<file path="src/rtl/node_network_interface_if.sv">
// Local-port bundle between host logic, node_network_interface and router port 5.
// Latency: n/a (wires only).
// Backpressure: tx_ready toward the host, credits (ci) from the router, rx_ready from the host.
interface node_network_interface_if;
    logic [1:0]  my_cluster;
    logic [1:0]  my_local;
    logic [3:0]  tx_dest;
    logic [15:0] tx_data;
    logic        tx_valid;
    logic        tx_ready;
    logic [19:0] dataout;
    logic        out_valid;
    logic        ci;
    logic [19:0] datain;
    logic        in_valid;
    logic [19:0] rx_data;
    logic        rx_valid;
    logic        rx_ready;
    logic [15:0] read;
    logic [15:0] tx_count;
    logic [15:0] rx_count;
    logic [2:0]  err_flags;

    // Seen from the network interface itself.
    modport slave (
        input  my_cluster, my_local, tx_dest, tx_data, tx_valid, ci, datain, in_valid, rx_ready,
        output tx_ready, dataout, out_valid, rx_data, rx_valid, read, tx_count, rx_count, err_flags
    );

    // Seen from host logic and router together.
    modport master (
        output my_cluster, my_local, tx_dest, tx_data, tx_valid, ci, datain, in_valid, rx_ready,
        input  tx_ready, dataout, out_valid, rx_data, rx_valid, read, tx_count, rx_count, err_flags
    );
endinterface

</file>
<file path="src/rtl/node_network_interface.sv">
// Generic FIFO: wrap-around pointers with an extra lap bit; full/empty from the MSB compare.
// Latency: a pushed word is visible at rdat the cycle after the push edge.
// Backpressure: none internally; callers qualify push/pop against full/empty.
module fifo #(
    parameter int W     = 8,
    parameter int DEPTH = 4
) (
    input  logic         clk,
    input  logic         rst,
    input  logic         push,
    input  logic         pop,
    input  logic [W-1:0] wdat,
    output logic [W-1:0] rdat,
    output logic         full,
    output logic         empty
);
    localparam int AW = $clog2(DEPTH);
    localparam logic [AW:0] PTR_ONE = 1;

    logic [AW:0]  wptr;
    logic [AW:0]  rptr;
    logic [W-1:0] mem [DEPTH];

    always_ff @(posedge clk or negedge rst) begin
        if (!rst) begin
            wptr <= '0;
            rptr <= '0;
        end else begin
            if (push) wptr <= wptr + PTR_ONE;
            if (pop)  rptr <= rptr + PTR_ONE;
        end
    end

    // Storage needs no reset; the pointers define what is valid.
    always_ff @(posedge clk) begin
        if (push) mem[wptr[AW-1:0]] <= wdat;
    end

    assign rdat  = mem[rptr[AW-1:0]];
    assign empty = (wptr == rptr);
    assign full  = (wptr[AW] != rptr[AW]) && (wptr[AW-1:0] == rptr[AW-1:0]);
endmodule

// Node network interface: packs host requests into flits, injects under router credits, buffers ejected flits.
// Latency: host push to out_valid is 1 cycle; ejected flit to rx_valid is 1 cycle.
// Backpressure: tx_ready drops when the TX FIFO is full; injection stalls at zero credits; RX drops on full (flagged).
module node_network_interface #(
    parameter int TXQ_DEPTH = 4,
    parameter int RXQ_DEPTH = 4,
    parameter int CREDITS   = 4
) (
    input  logic                     clk,
    input  logic                     rst,
    node_network_interface_if.slave  nif
);
    typedef struct packed {
        logic [1:0]  cluster;
        logic [1:0]  lcl;
        logic [15:0] payload;
    } flit_t;

    localparam int CW = $clog2(CREDITS + 1);
    localparam logic [CW-1:0] CRED_MAX = CW'(CREDITS);
    localparam logic [CW-1:0] CRED_ONE = 1;

    flit_t          tx_head;
    flit_t          tx_flit;
    flit_t          in_flit;
    logic           tx_full;
    logic           tx_empty;
    logic           tx_push;
    logic           send;
    logic [CW-1:0]  credits;
    logic [CW-1:0]  credits_nxt;
    logic           cred_ovf;
    logic           rx_full;
    logic           rx_empty;
    logic           rx_push;
    logic           rx_pop;
    logic           rx_ovf;
    logic           misroute;
    logic [19:0]    rx_head;

    assign tx_flit = {nif.tx_dest, nif.tx_data};
    assign in_flit = nif.datain;

    // Gated by reset so the host never sees a ready while the block is held.
    assign nif.tx_ready = rst && !tx_full;
    assign tx_push      = nif.tx_valid && nif.tx_ready;
    assign send         = !tx_empty && (credits != '0);

    fifo #(.W($bits(flit_t)), .DEPTH(TXQ_DEPTH)) u_txq (
        .clk   (clk),
        .rst   (rst),
        .push  (tx_push),
        .pop   (send),
        .wdat  (tx_flit),
        .rdat  (tx_head),
        .full  (tx_full),
        .empty (tx_empty)
    );

    always_comb begin
        credits_nxt = credits;
        cred_ovf    = 1'b0;
        case ({send, nif.ci})
            2'b10: credits_nxt = credits - CRED_ONE;
            2'b01: begin
                if (credits == CRED_MAX) cred_ovf    = 1'b1;
                else                     credits_nxt = credits + CRED_ONE;
            end
            default: credits_nxt = credits;
        endcase
    end

    // A pop frees the head slot this edge, so a full RX FIFO can still take a flit.
    assign rx_pop       = !rx_empty && nif.rx_ready;
    assign rx_push      = nif.in_valid && (!rx_full || rx_pop);
    assign rx_ovf       = nif.in_valid && rx_full && !rx_pop;
    assign misroute     = nif.in_valid &&
                          ({in_flit.cluster, in_flit.lcl} != {nif.my_cluster, nif.my_local});
    assign nif.rx_valid = !rx_empty;
    assign nif.rx_data  = rx_head;

    fifo #(.W($bits(flit_t)), .DEPTH(RXQ_DEPTH)) u_rxq (
        .clk   (clk),
        .rst   (rst),
        .push  (rx_push),
        .pop   (rx_pop),
        .wdat  (nif.datain),
        .rdat  (rx_head),
        .full  (rx_full),
        .empty (rx_empty)
    );

    always_ff @(posedge clk or negedge rst) begin
        if (!rst) begin
            credits       <= CRED_MAX;
            nif.dataout   <= '0;
            nif.out_valid <= 1'b0;
            nif.read      <= '0;
            nif.tx_count  <= '0;
            nif.rx_count  <= '0;
            nif.err_flags <= '0;
        end else begin
            credits       <= credits_nxt;
            nif.out_valid <= send;
            if (send) begin
                nif.dataout  <= tx_head;
                nif.tx_count <= nif.tx_count + 16'd1;
            end
            if (nif.in_valid) nif.read <= in_flit.payload;
            if (rx_push)      nif.rx_count <= nif.rx_count + 16'd1;
            nif.err_flags <= nif.err_flags | {cred_ovf, misroute, rx_ovf};
        end
    end
endmodule
</file>
<file path="src/flat_wrapper.sv">
// flat-port wrapper written by rule: the top's interface ports become plain ports
module node_network_interface_flat 
#(
    parameter int TXQ_DEPTH = 4,
    parameter int RXQ_DEPTH = 4,
    parameter int CREDITS   = 4
)
  (clk, rst, nif_my_cluster, nif_my_local, nif_tx_dest, nif_tx_data, nif_tx_valid, nif_ci, nif_datain, nif_in_valid, nif_rx_ready, nif_tx_ready, nif_dataout, nif_out_valid, nif_rx_data, nif_rx_valid, nif_read, nif_tx_count, nif_rx_count, nif_err_flags);
  node_network_interface_if nif_i ();
  input  logic clk;
  input  logic rst;
  input wire logic [$bits(nif_i.my_cluster)-1:0] nif_my_cluster;
  input wire logic [$bits(nif_i.my_local)-1:0] nif_my_local;
  input wire logic [$bits(nif_i.tx_dest)-1:0] nif_tx_dest;
  input wire logic [$bits(nif_i.tx_data)-1:0] nif_tx_data;
  input wire logic [$bits(nif_i.tx_valid)-1:0] nif_tx_valid;
  input wire logic [$bits(nif_i.ci)-1:0] nif_ci;
  input wire logic [$bits(nif_i.datain)-1:0] nif_datain;
  input wire logic [$bits(nif_i.in_valid)-1:0] nif_in_valid;
  input wire logic [$bits(nif_i.rx_ready)-1:0] nif_rx_ready;
  output wire logic [$bits(nif_i.tx_ready)-1:0] nif_tx_ready;
  output wire logic [$bits(nif_i.dataout)-1:0] nif_dataout;
  output wire logic [$bits(nif_i.out_valid)-1:0] nif_out_valid;
  output wire logic [$bits(nif_i.rx_data)-1:0] nif_rx_data;
  output wire logic [$bits(nif_i.rx_valid)-1:0] nif_rx_valid;
  output wire logic [$bits(nif_i.read)-1:0] nif_read;
  output wire logic [$bits(nif_i.tx_count)-1:0] nif_tx_count;
  output wire logic [$bits(nif_i.rx_count)-1:0] nif_rx_count;
  output wire logic [$bits(nif_i.err_flags)-1:0] nif_err_flags;
  assign nif_i.my_cluster = nif_my_cluster;
  assign nif_i.my_local = nif_my_local;
  assign nif_i.tx_dest = nif_tx_dest;
  assign nif_i.tx_data = nif_tx_data;
  assign nif_i.tx_valid = nif_tx_valid;
  assign nif_i.ci = nif_ci;
  assign nif_i.datain = nif_datain;
  assign nif_i.in_valid = nif_in_valid;
  assign nif_i.rx_ready = nif_rx_ready;
  assign nif_tx_ready = nif_i.tx_ready;
  assign nif_dataout = nif_i.dataout;
  assign nif_out_valid = nif_i.out_valid;
  assign nif_rx_data = nif_i.rx_data;
  assign nif_rx_valid = nif_i.rx_valid;
  assign nif_read = nif_i.read;
  assign nif_tx_count = nif_i.tx_count;
  assign nif_rx_count = nif_i.rx_count;
  assign nif_err_flags = nif_i.err_flags;
  node_network_interface #(.TXQ_DEPTH(TXQ_DEPTH), .RXQ_DEPTH(RXQ_DEPTH), .CREDITS(CREDITS)) u_core (.clk(clk), .rst(rst), .nif(nif_i));
endmodule
</file>
<file path="config.mk">
export PLATFORM = sky130hd
export DESIGN_NAME = node_network_interface_flat
export DESIGN_NICKNAME = d
export VERILOG_FILES = /design/src/rtl/node_network_interface_if.sv /design/src/rtl/node_network_interface.sv /design/src/flat_wrapper.sv
export SDC_FILE = /design/constraint.sdc
export NUM_CORES = 1
export LEC_CHECK = 0
export ABC_AREA = 1
export CAP_MARGIN = 0
export CORE_ASPECT_RATIO = 0.5
export CORE_MARGIN = 2
export CORE_UTILIZATION = 59
export DETAILED_ROUTE_END_ITERATION = 8
export GPL_TIMING_DRIVEN = 1
export PLACE_DENSITY = 0.95
export SYNTH_ARGS = -nofsm -noshare
export SYNTH_HDL_FRONTEND = slang
export SYNTH_SLANG_ARGS = --single-unit
</file>
<file path="constraint.sdc">
create_clock -name clk -period 3.3 [get_ports clk]
set_input_delay 0.99 -clock clk [delete_from_list [all_inputs] [get_ports clk]]
set_output_delay 0.99 -clock clk [all_outputs]
set_load 0.02 [all_outputs]
</file>
* Word-level counts from Yosys, hierarchy flattened
Memory sizes are Yosys's and may differ from the RTL's. A register that Yosys moved wholly into a read port is not among the register bits. Cells that the tools add are included.
Operators by class: $add $sub $neg 8, reductions and logical operators 20, bitwise logic cells 1, mux-type cells 8, equal/unequal tests 11
Operators by type and width (count):
- 16-bit by 1-bit adder with 16-bit output, second input constant | 2
- 3-bit by 1-bit adder with 3-bit output, second input constant | 5
- 1-bit logical AND | 10
- 3-bit == test | 2
- 1-bit zero test | 6
- 1-bit 2-to-1 mux | 6
- 3-bit one-hot mux with 2 select lines | 1
- 2-bit == test | 2
- 4-bit != test | 1
- 3-bit == test, second input constant | 1
- 3-bit 2-to-1 mux | 1
- 3-bit OR | 1
- 3-bit nonzero test | 1
- 3-bit by 1-bit subtractor with 3-bit output, second input constant | 1
- 2-bit by 1-bit == test with 1-bit output, second input constant | 1
- 2-bit == test, second input constant | 1
- 1-bit != test | 2
- 2-bit != test, second input constant | 1
- 2-bit AND reduction | 1
- 2-bit nonzero test | 1
- 1-bit logical OR | 1
Storage, ports and cells: bits of input ports 50, memories 2, bits in registers 67, word-level logic and storage cells 60, bits in writable memories 160, output and inout bits 94
Memories:
- u_core.u_rxq.mem | depth 4, width 20, rd ports 1, clocked after memory_dff 0, write ports 1, RTL line node_network_interface.sv:22 | logic [W-1:0] mem [DEPTH];
- u_core.u_txq.mem | depth 4, width 20, rd ports 1, clocked after memory_dff 1, write ports 1, RTL line node_network_interface.sv:22

* Logic depth before layout (Yosys ltp)
depth after elaboration 7, mapped depth 15, depth with buffers taken out 13

* Cells and area by module
A second synthesis with hierarchy kept.
Unflattened totals: cell total of the unflattened synthesis 965, area, all modules 10601.4 µm²
Modules (own cells, without submodules):
- fifo | instances 2, area an instance 3562.2 µm², seq. area each 2552.4 µm², cells an instance 275
- node_network_interface | instances 1, area an instance 3477.1 µm², seq. area each 1878.1 µm², cells an instance 415

* Least setup slack after synthesis
OpenSTA, ideal clock, no wires.
path type input-to-reg, from input port rst, to memory u_core.u_txq.mem[3][0] (netlist name) (enable), path slack 0.626 ns, cell stages on the path 4, setup time 0.398 ns, buffers on the path 0, arrival 2.276 ns, path through o21ai_0 > inv_1 > nand2_2 > nor2_1
On the way: word-level cells in the longest chain between the ends 4
RTL lines:
- start, declared | RTL line flat_wrapper.sv:11 | input logic rst;
- 1-bit logical AND | RTL line node_network_interface.sv:88 | assign nif.tx_ready = rst && !tx_full;
- net nif_tx_ready | RTL line flat_wrapper.sv:21 | output wire logic [$bits(nif_i.tx_ready)-1:0] nif_tx_ready;
- 1-bit logical AND | RTL line node_network_interface.sv:89 | assign tx_push = nif.tx_valid && nif.tx_ready;
- 1-bit 2-to-1 mux | RTL line node_network_interface.sv:36 | if (push) mem[wptr[AW-1:0]] <= wdat;
- 1-bit 2-to-1 mux (implied by the code) | RTL line node_network_interface.sv:36
- end, declared | RTL line node_network_interface.sv:22
The timed path passes the listed nets, and every way through them passes these cells.

* Final worst setup path
from register u_core.u_rxq.rptr[0], to output port nif_rx_data[12]
On the way: word-level cells in the longest chain between the ends 1
RTL lines:
- start, declared | RTL line node_network_interface.sv:21 | logic [AW:0] rptr;
- start signal, assigned | RTL line node_network_interface.sv:30 | if (pop) rptr <= rptr + PTR_ONE;
- memory 4 x 20 bit
- end, declared | RTL line flat_wrapper.sv:24 | output wire logic [$bits(nif_i.rx_data)-1:0] nif_rx_data;
No other way between the ends.

==> summary.md <==
| Metric | Value |
|---|---|
| Minimum setup slack in the final design | `0.113 ns` |
| DIE AREA | `18,300 um2` |
| Chip Width | `189 um` |
| Total track usage | `0.245` |
| Vias in the first global route | `7,225` |
| Core outline area | `16,600 um2` |
| Final TNS setup | `0 ns` |
| Power density cells | `910 nW/um2` |
| Maximum buffer depth of the clock tree | `3` |
| Number of sinks driven by the clock tree | `247` |
| Dominant cell type by area after synthesis | `edfxtp_1` |
| Synthesized flop and latch total | `247` |
| Depth of the worst hold-timing path | `2` |
| Reg-to-Reg Start | `u_core.u_txq.wptr[0]` |
| Slew Limit Headroom | `0.519` |
| Crit. Startpoint | `u_core.u_rxq.rptr[0]` |
| HPWL after DPL | `14.5 mm` |
| Critical path class | `reg -> out` |
| Filler cell count | `1,004` |
| Commonest non-fill, non-tap cell in the layout | `nor2_1` |
| Period utilization | `0.966` |
| Clock-pin slew on the worst setup and hold paths | `0.06 ns` |
| Logic gate share of total power | `0.385` |
| Minimum setup slack after placement | `0.388 ns` |
| Remaining global-route overflow | `0` |
| Clock Power Share | `0.227` |
| Wire length reported by the detailed router | `22.4 mm` |
| Share of layout cells above drive strength 1 | `0.0904` |
| Wire length of the first global-routing pass | `35.8 mm` |
| Pin count of the biggest net entering global routing | `55` |
| Average wire per standard cell | `17.5 um` |
| Synth top area cells | `edfxtp_1 (47%), dfrtp_1 (21%), nor2_1 (6.4%)` |
| Area fraction of the dominant cell type after synthesis | `0.474` |
| Count of warnings emitted by yosys | `0` |
| Int Power | `7.28 mW` |
| Worst Max-Slew Pin Slew | `0.720 ns` |
| Capturing point of the worst reg2reg path | `u_core.nif.tx_count[9]` |
| I/O Buffers | `143` |
| Switching share of power | `0.366` |
| P&R area growth vs syn | `24.6%` |
| Placement row count | `33` |
| Final period demand of the worst path | `3.19 ns` |
| Final worst clock skew | `0.0329 ns` |
| Net switching power | `4.21 mW` |
| CTS root buf | `clkbuf_16` |
| RSZ-0062 raised after global routing | `no` |
| Critical hold path startpoint | `u_core.nif.read[3]` |
| Post-synth net total | `946` |
| Later-pin clock latency in the skew report | `0.51 ns` |
| Number of different library cells in the post-synthesis netlist | `34` |
| R2R cell count | `9` |
| Setup crit end | `nif_rx_data[12]` |
| Maximum operating frequency | `0.314 GHz` |
| CP max stage delay | `0.65 ns` |
| Total CTS buffers | `21` |
| Total standard cell area after synthesis | `10,100 um2` |
| First-pass detailed-route iteration total | `5` |
| Cells traversed along the worst timing path | `buf_8, o21ai_0, o22ai_1, clkdlybuf4s50_1` |
| Max-cap violations | `0` |
| Number of top-level design ports | `144` |
| Number of endpoints failing setup at the final stage | `0` |
| Final net count | `1,099` |
| Highest-count cells in the layout ignoring fill and taps | `nor2_1 (166), edfxtp_1 (160), clkdlybuf4s50_1 (136)` |
| Maximum level of the CTS H-tree | `1` |
| Diode count | `0` |
| Cells after Synth | `883` |
| Critical Path Sink Type | `primary output` |
| Largest fanout of any net on the critical path | `42` |
| Critical path required time | `2.31 ns` |
| Count of pins over their slew limit | `0` |
| Classification of the worst-slack hold path | `reg -> reg` |
| Outcome | `finished, final reports clean` |
| Average instance area after synthesis | `11.5 um2` |
| Post-detailed-route count of antenna-violating nets | `0` |
| Gp weighted congestion | `0.889` |
| Startpoint Class | `flip-flop` |
| Maximum VDD drop | `0.000615 V` |
| Worst path arrival time | `2.20 ns` |
| Floorplan die height | `96.7 um` |
| DR vias | `7,145` |
| Initial cell density of the core | `0.611` |
| Slowest cell on crit path | `clkdlybuf4s50_1` |
| # DRC | `0` |
| 1st-iter DRT viols | `574` |
| Number of antenna violations at the first check in global routing | `0` |
| Per-cell via count in the routed design | `5.59` |
| Minimum setup slack among reg-to-reg paths | `0.92 ns` |
| Sequential cell area fraction in the yosys report | `0.689` |
| CTS tree | `built` |
| Share of power burned in registers | `0.388` |
| Final hold violation count | `0` |
| Post-CTS Repair Setup Buffers | `0` |
| Leak | `4.88 nW` |
| Hold_buf cts | `0` |
==> power groups by stage <==
stage               sequential (mW)  combinational [mW]  clock [mW]
floorplan                      4.70                2.46           0
global placement               4.46                4.19           0
detailed placement             4.49                4.38           0
CTS                            4.44                4.44        2.64
global route                   4.51                4.81        2.77
finish                         4.46                4.43        2.61
==> worst min-delay path by stage <==
stage          slack, ns                 end
2_1_floorplan       0.45   u_core.credits[2]
4_1_cts             0.48   u_core.credits[2]
3_5_place_dp        0.46  u_core.nif.read[3]
3_3_place_gp        0.46   u_core.credits[2]
5_1_grt             0.50   u_core.credits[2]
6_report            0.47  u_core.nif.read[3]
==> cell type report <==
class / count / area (um2) / area share
clock buffer: 30 / 611 / 0.0484
clock inverter: 8 / 124 / 0.00981
inverter: 49 / 189 / 0.0150
multi-input combinational: 550 / 2770 / 0.219
sequential: 247 / 6980 / 0.553
tap: 227 / 284 / 0.0225
timing repair buffer: 167 / 1670 / 0.132
==> worst max-delay path, delay by kind of cell (launching register included) <==
family / cells / cell delay (ns)
AOI/OAI and AO/OA: 2 / 0.35
buffers and inverters: 2 / 0.92
DFF: 1 / 0.42
==> routing by layer <==
metal,track usage,routed length [um],vias up
met1,0.310,9130,3499
met4,0.0769,452,0
met5,0,0,-
met3,0.0356,1280,45
li1,-,-,3308
met2,0.440,11500,293
==> sequential cells by signal, summed over array words and instances (netlist names), 16 cells and up <==
name                 count
u_core.u_txq.mem        80
u_core.u_rxq.mem        80
u_core.nif.read         16
u_core.nif.rx_count     16
u_core.nif.dataout      20
u_core.nif.tx_count     16
==> what timing repair did <==
item | CTS | global route
endpoints found under the setup margin | 0 | 16
endpoints found under the hold margin | 0 | 0
gates resized for setup | 0 | 10
==> cells by family (layout without fill, tap and decap cells) <==
group           after synthesis  after routing  synth area share
simple gates                353            353             0.140
flops                       247            247             0.689
compound gates              147            147            0.0826
buf+inv                      86            254            0.0396
xor+xnor                     37             37            0.0320
fa+ha+maj                    13             13            0.0168
==> synth_stat cells <==
cell and number:
inv_1 43, edfxtp_1 160, inv_2 4, nand2_4 1, nor3_1 9, buf_2 4
o21bai_1 3, a21boi_0 1, nand3_1 19, nand3_2 2, nor2_2 2, a21oi_1 2
o21ai_1 5, dfstp_2 1, ha_1 12, a21oi_2 1, dfrtp_1 86, nand4_1 4
nor2_1 173, o21ai_2 10, inv_4 1, xor2_1 24, nor3_2 1, nand2_1 135
nand2_2 7, a31oi_1 20, buf_6 8, clkbuf_1 24, o21ai_0 85, buf_8 1
clkinv_1 1, fa_1 1, xnor2_1 13, o22ai_1 20
==> per-stage QoR <==
stage / hold WS [ns] / util / std cells / area [um2] / power, mW
detailed placement: 0.462 / 0.715 / 1240 / 11900 / 8.87
global route: 0.499 / 0.761 / 1278 / 12600 / 12.1
finish: 0.471 / 0.761 / 1278 / 12600 / 11.5
floorplan: 0.449 / - / 883 / 10100 / 7.17
global placement: 0.458 / 0.715 / 1240 / 11900 / 8.64
CTS: 0.477 / 0.759 / 1278 / 12600 / 11.5
No activity file was read; power rests on OpenSTA's default activity.
